$ cat src/rtl/lmac_rx_pkg.sv
// Shared definitions for the LMAC RX FIFO reader.
// Covers the ctrl byte bit map, the framing FSM states and the output beat record.
package lmac_rx_pkg;

   localparam int CTRL_SOP    = 0;
   localparam int CTRL_EOP    = 1;
   localparam int CTRL_NB_LSB = 4;
   localparam int CTRL_ERR    = 7;

   typedef enum logic [1:0] {
      ST_IDLE   = 2'd0,
      ST_IN_PKT = 2'd1,
      ST_DROP   = 2'd2
   } rx_state_e;

   typedef struct packed {
      logic [63:0] data;
      logic [7:0]  keep;
      logic        sop;
      logic        eop;
      logic        err;
   } beat_t;

   // Valid bytes are MSB-aligned: nb encodes (valid bytes - 1).
   function automatic logic [7:0] keep_from_nb(input logic [2:0] nb);
      return 8'hFF << (3'd7 - nb);
   endfunction

endpackage

$ cat src/rtl/lmac_rx_beat_buf.sv
// Circular beat buffer whose head is visible in the same cycle; a push is accepted when not full or on a same-cycle pop.
// Outputs read as zero while empty, so the stream presents clean qualifiers whenever valid is low.
module lmac_rx_beat_buf
   import lmac_rx_pkg::*;
#(
   parameter  int DEPTH = 4,
   localparam int AW    = $clog2(DEPTH),
   localparam int OW    = AW + 1
) (
   input  logic          clk,
   input  logic          reset_,
   input  logic          push_i,
   input  beat_t         push_beat_i,
   input  logic          pop_i,
   output logic          head_vld_o,
   output beat_t         head_beat_o,
   output logic [OW-1:0] occ_o
);

   beat_t         mem_q [DEPTH];
   logic [AW-1:0] wr_ptr_q;
   logic [AW-1:0] rd_ptr_q;
   logic [OW-1:0] occ_q;
   logic          do_push;
   logic          do_pop;

   assign do_pop  = pop_i && (occ_q != '0);
   assign do_push = push_i && ((occ_q != OW'(DEPTH)) || do_pop);

   always_ff @(posedge clk) begin
      if (do_push) begin
         mem_q[wr_ptr_q] <= push_beat_i;
      end
   end

   always_ff @(posedge clk or negedge reset_) begin
      if (!reset_) begin
         wr_ptr_q <= '0;
         rd_ptr_q <= '0;
         occ_q    <= '0;
      end else begin
         if (do_push) begin
            wr_ptr_q <= wr_ptr_q + 1'b1;
         end
         if (do_pop) begin
            rd_ptr_q <= rd_ptr_q + 1'b1;
         end
         occ_q <= occ_q + OW'(do_push) - OW'(do_pop);
      end
   end

   assign head_vld_o  = (occ_q != '0);
   assign head_beat_o = head_vld_o ? mem_q[rd_ptr_q] : '0;
   assign occ_o       = occ_q;

endmodule

$ cat src/rtl/lmac_rx_reader.sv
// Drains the LMAC RX FIFO into a framed valid/ready beat stream, 2-cycle read-to-valid, credit-gated reads never overflow.
// Define LMAC_RX_RD_STATS_EN to build the saturating frame/error/drop counters; otherwise stat_* read as zero.
module lmac_rx_reader
   import lmac_rx_pkg::*;
#(
   parameter int MAX_WORDS = 190,
   parameter int BUF_DEPTH = 4
) (
   input  logic        clk,
   input  logic        reset_,
   input  logic [63:0] rx_mac_data,
   input  logic [7:0]  rx_mac_ctrl,
   input  logic        rx_mac_empty,
   output logic        rx_mac_rd,
   output logic [63:0] m_data,
   output logic [7:0]  m_keep,
   output logic        m_sop,
   output logic        m_eop,
   output logic        m_err,
   output logic        m_valid,
   input  logic        m_ready,
   output logic [31:0] stat_frames,
   output logic [31:0] stat_errs,
   output logic [31:0] stat_drops
);

   localparam int CW = $clog2(MAX_WORDS + 1);
   localparam int OW = $clog2(BUF_DEPTH) + 1;

   rx_state_e     state_q, state_d;
   logic [CW-1:0] cnt_q, cnt_d;
   logic          run_q;
   logic          rd_q;
   logic          hold_vld_q, hold_vld_d;
   logic [63:0]   hold_data_q;
   logic [7:0]    hold_ctrl_q;

   logic          cur_vld;
   logic [63:0]   cur_data;
   logic [7:0]    cur_ctrl;
   logic          cur_sop;
   logic          cur_eop;
   logic [7:0]    cur_keep;
   logic          push;
   beat_t         push_beat;
   logic          term_stall;
   logic          drop_inc;
   beat_t         head;
   logic [OW-1:0] occ;
   logic [OW:0]   credit_used;
   logic          unused_sig;

   // A start word interrupting a frame is parked here while the terminator takes its push slot.
   assign cur_vld  = rd_q || hold_vld_q;
   assign cur_data = hold_vld_q ? hold_data_q : rx_mac_data;
   assign cur_ctrl = hold_vld_q ? hold_ctrl_q : rx_mac_ctrl;
   assign cur_sop  = cur_ctrl[CTRL_SOP];
   assign cur_eop  = cur_ctrl[CTRL_EOP];
   assign cur_keep = keep_from_nb(cur_ctrl[CTRL_NB_LSB +: 3]);

   always_comb begin
      state_d    = state_q;
      cnt_d      = cnt_q;
      hold_vld_d = 1'b0;
      push       = 1'b0;
      push_beat  = '0;
      term_stall = 1'b0;
      drop_inc   = 1'b0;
      if (cur_vld) begin
         if (cur_sop && (state_q == ST_IN_PKT)) begin
            push          = 1'b1;
            push_beat.eop = 1'b1;
            push_beat.err = 1'b1;
            hold_vld_d    = 1'b1;
            term_stall    = 1'b1;
            state_d       = ST_IDLE;
         end else if (cur_sop) begin
            push           = 1'b1;
            push_beat.data = cur_data;
            push_beat.sop  = 1'b1;
            cnt_d          = CW'(1);
            if (cur_eop) begin
               push_beat.keep = cur_keep;
               push_beat.eop  = 1'b1;
               push_beat.err  = cur_ctrl[CTRL_ERR];
               state_d        = ST_IDLE;
            end else begin
               push_beat.keep = 8'hFF;
               state_d        = ST_IN_PKT;
            end
         end else begin
            case (state_q)
               ST_IN_PKT: begin
                  push           = 1'b1;
                  push_beat.data = cur_data;
                  push_beat.keep = 8'hFF;
                  cnt_d          = cnt_q + 1'b1;
                  if (cur_eop) begin
                     push_beat.keep = cur_keep;
                     push_beat.eop  = 1'b1;
                     push_beat.err  = cur_ctrl[CTRL_ERR];
                     state_d        = ST_IDLE;
                  end else if (cnt_q == CW'(MAX_WORDS - 1)) begin
                     push_beat.eop = 1'b1;
                     push_beat.err = 1'b1;
                     state_d       = ST_DROP;
                  end
               end
               ST_DROP: begin
                  if (cur_eop) begin
                     drop_inc = 1'b1;
                     state_d  = ST_IDLE;
                  end
               end
               default: drop_inc = 1'b1;
            endcase
         end
      end
   end

   // The word arriving plus any parked word count as in flight; one slot stays free for a terminator.
   assign credit_used = (OW+1)'(occ) + (OW+1)'(rd_q) + (OW+1)'(hold_vld_q);
   assign rx_mac_rd   = run_q && !rx_mac_empty && !term_stall &&
                        (credit_used < (OW+1)'(BUF_DEPTH - 1));

   always_ff @(posedge clk or negedge reset_) begin
      if (!reset_) begin
         state_q     <= ST_IDLE;
         cnt_q       <= '0;
         run_q       <= 1'b0;
         rd_q        <= 1'b0;
         hold_vld_q  <= 1'b0;
         hold_data_q <= '0;
         hold_ctrl_q <= '0;
      end else begin
         state_q    <= state_d;
         cnt_q      <= cnt_d;
         run_q      <= 1'b1;
         rd_q       <= rx_mac_rd;
         hold_vld_q <= hold_vld_d;
         if (term_stall) begin
            hold_data_q <= rx_mac_data;
            hold_ctrl_q <= rx_mac_ctrl;
         end
      end
   end

   lmac_rx_beat_buf #(.DEPTH(BUF_DEPTH)) u_buf (
      .clk         (clk),
      .reset_      (reset_),
      .push_i      (push),
      .push_beat_i (push_beat),
      .pop_i       (m_ready),
      .head_vld_o  (m_valid),
      .head_beat_o (head),
      .occ_o       (occ)
   );

   assign m_data = head.data;
   assign m_keep = head.keep;
   assign m_sop  = head.sop;
   assign m_eop  = head.eop;
   assign m_err  = head.err;

`ifdef LMAC_RX_RD_STATS_EN
   logic [31:0] frames_q, errs_q, drops_q;
   logic        acc_eop;

   assign acc_eop = m_valid && m_ready && m_eop;

   always_ff @(posedge clk or negedge reset_) begin
      if (!reset_) begin
         frames_q <= '0;
         errs_q   <= '0;
         drops_q  <= '0;
      end else begin
         if (acc_eop && (frames_q != '1)) frames_q <= frames_q + 1'b1;
         if (acc_eop && m_err && (errs_q != '1)) errs_q <= errs_q + 1'b1;
         if (drop_inc && (drops_q != '1)) drops_q <= drops_q + 1'b1;
      end
   end

   assign stat_frames = frames_q;
   assign stat_errs   = errs_q;
   assign stat_drops  = drops_q;
   assign unused_sig  = ^cur_ctrl[3:2];
`else
   assign stat_frames = '0;
   assign stat_errs   = '0;
   assign stat_drops  = '0;
   assign unused_sig  = ^{cur_ctrl[3:2], drop_inc};
`endif

endmodule

$ cat config.mk
export PLATFORM = sky130hd
export DESIGN_NAME = lmac_rx_reader
export DESIGN_NICKNAME = d
export VERILOG_FILES = /design/src/rtl/lmac_rx_pkg.sv /design/src/rtl/lmac_rx_beat_buf.sv /design/src/rtl/lmac_rx_reader.sv
export SDC_FILE = /design/constraint.sdc
export NUM_CORES = 1
export LEC_CHECK = 0
export BUFFER_PORTS_ARGS = -buffer_cell sky130_fd_sc_hd__buf_2
export CAP_MARGIN = 20
export CORE_MARGIN = 2
export CORE_UTILIZATION = 50
export CTS_CLUSTER_DIAMETER = 30
export CTS_CLUSTER_SIZE = 16
export DETAILED_ROUTE_END_ITERATION = 6
export GPL_TIMING_DRIVEN = 1
export MAX_ROUTING_LAYER = met4
export PLACE_DENSITY = 0.85
export SYNTH_ARGS = -nofsm -noshare
export SYNTH_HDL_FRONTEND = slang
export SYNTH_HIERARCHICAL = 1
export SYNTH_SLANG_ARGS = --single-unit
$ cat constraint.sdc
create_clock -name clk -period 3.6 [get_ports clk]
set_clock_uncertainty 0.1 [all_clocks]
set_input_delay 0.72 -clock clk [delete_from_list [all_inputs] [get_ports clk]]
set_output_delay 0.72 -clock clk [all_outputs]
set_load 0.02 [all_outputs]
-- Yosys cells after proc, flatten, opt, wreduce, memory -nomap -nowiden
Memories as Yosys holds them, arrays and structs flattened.
Cells that the tools add are included.
- bits in registers: 92
- bits in latches: 0
- memory bits (writable): 300
- ROM bits: 0
- bits of input ports: 76
- output and inout bits: 173
- logic and storage cells: 75
- memories kept: 1
- memory list (memory ; depth ; width ; read ports ; clocked after memory_dff ; wr ports ; line ; RTL):
    u_buf.mem_q ; 4 ; 75 ; 1 ; 0 ; 1 ; lmac_rx_beat_buf.sv:20 ; beat_t mem_q [DEPTH];
- $add $sub $neg: 8
- multipliers: 0
- divide/modulo/power cells: 0
- magnitude comparators: 1
- eq/ne operators: 6
- shifts and indexed selects: 1
- multiplexer cells: 32
- bitwise operators: 1
- reduce and logical (&&, ||, !) cells: 15
- operators by type and width (cell ; count):
    $mux W75 ; 2
    $mux W72 ; 2
    $mux W73 ; 1
    $mux W64 ; 1
    $mux W8 ; 4
    $mux W2 ; 11
    $mux W1 ; 10
    $add A8 B1 Y8 const B ; 1
    $eq A8 B8 Y1 const B ; 1
    $shl A8 B3 Y8 const A ; 1
    $logic_and A1 B1 Y1 ; 6
    $ne A5 B3 Y1 const B ; 1
    $add A2 B1 Y2 const B ; 2
    $add A3 B1 Y4 ; 1
    $add A4 B1 Y4 ; 1
    $lt A4 B2 Y1 const B ; 1
    $ne A4 B4 Y1 const B ; 1
    $pmux W2 S2 ; 1
    $reduce_and A4 Y1 ; 1
    $reduce_bool A4 Y1 ; 1
    $add A3 B1 Y3 ; 1
    $ne A3 B3 Y1 const B ; 1
    $reduce_and A3 Y1 ; 1
    $reduce_bool A3 Y1 ; 1
    other kinds (8) ; 10

-- Longest topological paths before layout
- depth in word-level cells: 8
- gate-level depth with buffers: 13
- gate-level depth less buffers: 12

-- Cells and area by module
Netlist, hierarchy kept.
- modules (own cells, without submodules) (module ; times used ; cells each ; area each (um2) ; sequential area each (um2)):
    lmac_rx_beat_buf ; 1 ; 510 ; 11755.0 ; 9183.8
    lmac_rx_reader ; 1 ; 509 ; 5540.3 ; 2077.0

-- Worst setup path before layout
No wires, ideal clock.
- path type: input to register
- start point: in rx_mac_ctrl[0]
- end point: mem u_buf/mem_q[0][0] in the netlist's numbering, enable pin
- library setup time: 0.441 ns
- data arrival time: 3.123 ns
- required time: 3.059 ns
- path slack: -0.065 ns
- stages on the path: 5
- buffers on the path: 0
- path through: mux2i_4 -> ha_1 -> nor2_1 -> o41a_1 -> and2_1
- cells in the longest elaborated chain, start to end: 7
- elaborated cells between the ends (all ways): 8
- those cells by class: mux: 6; reduce/logical: 2
- ends and longest elaborated chain (element ; line ; RTL):
    start, declared ; lmac_rx_reader.sv:12 ; input logic [7:0] rx_mac_ctrl,
    $mux W8 * ; lmac_rx_reader.sv:56 ; assign cur_ctrl = hold_vld_q ? hold_ctrl_q : rx_mac_ctrl;
    $mux W1 or $logic_and A1 B1 Y1 (tied branches) ; lmac_rx_reader.sv:77, lmac_rx_reader.sv:70 ;
    $mux W1 * ; lmac_rx_reader.sv:70 ; if (cur_sop && (state_q == ST_IN_PKT)) begin
    $mux W1 * ; lmac_rx_reader.sv:69 ; if (cur_vld) begin
    net push ; lmac_rx_reader.sv:44 ; logic push;
    $logic_and A1 B1 Y1 * ; lmac_rx_beat_buf.sv:28 ; assign do_push = push_i && ((occ_q != OW'(DEPTH)) || do_pop);
    $mux W1 * ; lmac_rx_beat_buf.sv:31 ; if (do_push) begin
    $mux W1 (implied by the code) * ; lmac_rx_beat_buf.sv:32 ; mem_q[wr_ptr_q] <= push_beat_i;
    end, declared ; lmac_rx_beat_buf.sv:20 ;
The timed path passes the listed nets; every way through them passes the cells marked *.

-- Final worst setup path
- start point: reg hold_vld_q
- end point: out rx_mac_rd
- cells in the longest elaborated chain, start to end: 7
- elaborated cells between the ends (all ways): 10
- those cells by class: add/sub: 1; order compare: 1; mux: 3; reduce/logical: 5
- ends and longest elaborated chain (element ; line ; RTL):
    start, declared ; lmac_rx_reader.sv:34 ; logic hold_vld_q, hold_vld_d;
    start signal, assigned ; lmac_rx_reader.sv:140 ; hold_vld_q <= hold_vld_d;
    parallel branches: the longest is 6 deep, another holds $add A4 B1 Y4 ; - ;
    $logic_and A1 B1 Y1 * ; lmac_rx_reader.sv:123 ; assign rx_mac_rd = run_q && !rx_mac_empty && !term_stall &&
    end, declared ; lmac_rx_reader.sv:14 ; output logic rx_mac_rd,
Mark *: on every way between the ends.

==> run metrics <==
hold_sp=rx_mac_ctrl[7]; post-synth top area share=0.5209; clock buffer depth=3; Initial Util=0.5044; Final Max Slew Viols=0; Die ar.=0.03609 sq mm; Final setup viols=0; CTS Buf Count=86; switching part of the total power=0.2906; clock share of power=0.435; reg2reg setup slack=0.66 ns; max_cap viols=0; Clk Latency, worst-skew pair=0.59 ns; r2r endpoint=u_buf/mem_q[0][65]; yosys warns=6; Worst EP required=2.78 ns; Rows=68; hold depth=2; Post-synth EDFFs=300; vias per cell=5.234; status=completed; Die W=190.0 um; post-layout min period=3.419 ns; GRT Util Overall=0.2073; Arr. time, crit path=2.60 ns; Mapped Cells=1019; most frequent cell after synthesis=edfxtp_1; leak pwr=8.360 nW; Synth area leaders=edfxtp_1, dfrtp_1, mux4_2; CP max stage delay=0.57 ns; Peak supply drop=0.0006112 V; actual slew at the worst max-slew pin=0.7899 ns; post-route ant nets=0; Gate power share=0.246; port bufs=150; maximum net fanout on the critical path=20; Hold WC Path Type=in2reg; Seq cells post-synth=390; die height=190.0 um; Fmax achieved=292.5 MHz; Flop pwr share=0.319; CTS tree=yes; buffer count from post-CTS setup fixing=0; post-synth top area cell=edfxtp_1; global-route wire length before repair=54.56 mm; final hold vios=0; P_int=13.36 mW; CTS H-tree depth=3; DRC Markers=0; HPWL after detailed placement=18.85 mm; top_reg_cell synth=edfxtp_1; I/O pin count=249; Crit Path Category=reg2out; unrepaired setup endpoints after global routing=false; RR Startpoint=hold_vld_q; slew margin rel.=0.4734; placed cell area=0.01815 sq mm; layout cell share with drive strength beyond 1=0.3715; worst hold path endpoint=hold_ctrl_q[7]; Reg2Reg Depth=7; WL final=35.39 mm; Synth top cells by count=edfxtp_1, buf_4, dfrtp_1; vias=9197; vias in the first global route=10020; Switch Pwr=5.472 mW; clock sink total=390; asr flop ratio synth=0.2308; Finished Cell Area=0.02128 sq mm; grt ovf=0; Initial DRT Pass Iterations=5; Root Buffer=clkbuf_16; Core Region=0.03429 sq mm; CP Cell Sequence=mux2i_4, inv_2, ha_1, nand2_4, and3_1, buf_2; syn_area_per_cell=16.97 sq um; Critical-path top delay cell=dfrtp_4; DR WL/cell=20.14 um; total negative slack=0 ns; Synth Cell Area=0.01730 sq mm; crit share post-route=0.9497; largest net degree at the start of global routing=76; Layout Nets=1319; critical path startpoint category=register; PwrDens=885.1 mW/mm^2; clk slew on worst S/H paths=0.05 ns; antenna violations before repair=2; count of cell types in the netlist=49; share of the yosys chip area belonging to registers=0.6511; area grow syn2layout=23.01%; Initial DRC Count=561; CP endpoint kind=output pin; Fillers=2444; RD Place Congestion=0.7716
-- worst max-delay path: cells and delay by family, from the launching register on --
kind / cells / cell delay [ns]
adders and majority gates: 1 / 0.26
buffers and inverters: 2 / 0.30
DFF: 1 / 0.57
muxes: 1 / 0.39
and+or+nand+nor: 2 / 0.47
-- cell families (layout without fill, tap and decap cells) --
logic type / count (synthesis) / after routing / share of synthesized area
and+or+nand+nor: 192 / 192 / 0.05636
muxes: 214 / 214 / 0.1935
xor gates and xnor gates: 7 / 7 / 0.003545
adders and majority gates: 16 / 16 / 0.01244
buffers and inverters: 163 / 349 / 0.06930
AOI/OAI and AO/OA: 35 / 35 / 0.01331
other: 2 / 99 / 0.0004342
DFF: 390 / 390 / 0.6511
-- power groups by stage --
stage	combinational, mW	clock (mW)	sequential, mW
6_report	4.63	8.19	6.01
5_1_grt	4.99	8.53	6.10
2_1_floorplan	3.63	0	5.86
3_5_place_dp	4.65	0	6.07
3_3_place_gp	4.58	0	6.02
4_1_cts	4.70	8.32	6.02
-- layer usage --
layer | track usage | wire length, um | vias to the layer above
met2 | 0.3519 | 18360 | 316
met4 | 0.07603 | 787 | 0
met5 | - | 0 | -
met1 | 0.2450 | 14440 | 4735
met3 | 0.04390 | 1802 | 70
li1 | - | - | 4076
-- worst max path at each step --
stage / startpoint / endpoint / cells past startpoint
after global routing: hold_vld_q / rx_mac_rd / 6
final: hold_vld_q / rx_mac_rd / 6
after CTS: hold_vld_q / rx_mac_rd / 6
after global placement: rx_mac_ctrl[0] / rx_mac_rd / 7
after floorplan: rx_mac_ctrl[0] / u_buf/mem_q[0][0] / 5
after detailed placement: rx_mac_ctrl[0] / u_buf/mem_q[0][30] / 8
-- sequential cells by signal, indices dropped and copies added, names as in the netlist --
signal          flops
rd_q                1
cnt_q               8
hold_ctrl_q         6
run_q               1
hold_data_q        64
u_buf/wr_ptr_q      2
u_buf/mem_q       300
u_buf/occ_o         3
u_buf/rd_ptr_q      2
hold_vld_q          1
state_q             2
-- repair_timing --
item | CTS | global route
gates resized for setup | 0 | 0
hold buffers | 1 | 0
hold endpoints to repair | 14 | 0
-- final cells by class --
class                      instances  area, sq um  area share
timing repair buffer             171         1039     0.04881
sequential                       390        11270      0.5298
clock buffer                     108         2386      0.1122
multi-input combinational        561         5216      0.2452
clock inverter                    53        724.4     0.03405
inverter                          17        63.81    0.002999
antenna                            2        5.005   0.0002352
tap                              455        569.3     0.02676
-- stage by stage --
stage / cells / utilization / hold WS (ns) / setup slack, ns / total power, mW
2_1_floorplan: 1114 / - / 0.3244 / 0.7556 / 9.481
3_3_place_gp: 1593 / 0.5293 / 0.3666 / 0.6324 / 10.60
3_5_place_dp: 1593 / 0.5293 / 0.3882 / 0.5399 / 10.72
4_1_cts: 1755 / 0.6203 / 0.2382 / 0.1296 / 19.04
5_1_grt: 1757 / 0.6205 / 0.2561 / 0.007363 / 19.61
6_report: 1757 / 0.6205 / 0.2738 / 0.1811 / 18.83
-- layout by cell type, fill, tap and decap left out, drive strengths merged, types with 2 or more instances in the layout --
cell type	instances
nor2	75
o31ai	2
nor2b	2
fa	2
and2	81
a21oi	6
nand3	9
mux2	71
o21ai	14
clkbuf	108
mux4	75
bufinv	13
nand2b	2
a211oi	3
conb	97
xnor2	6
edfxtp	300
mux2i	68
ha	14
buf	170
diode	2
nor3	2
or3	2
a31o	2
nand2	14
inv	29
clkinv	18
clkinvlp	10
dfrtp	90
(Power assumes the default switching activity.)
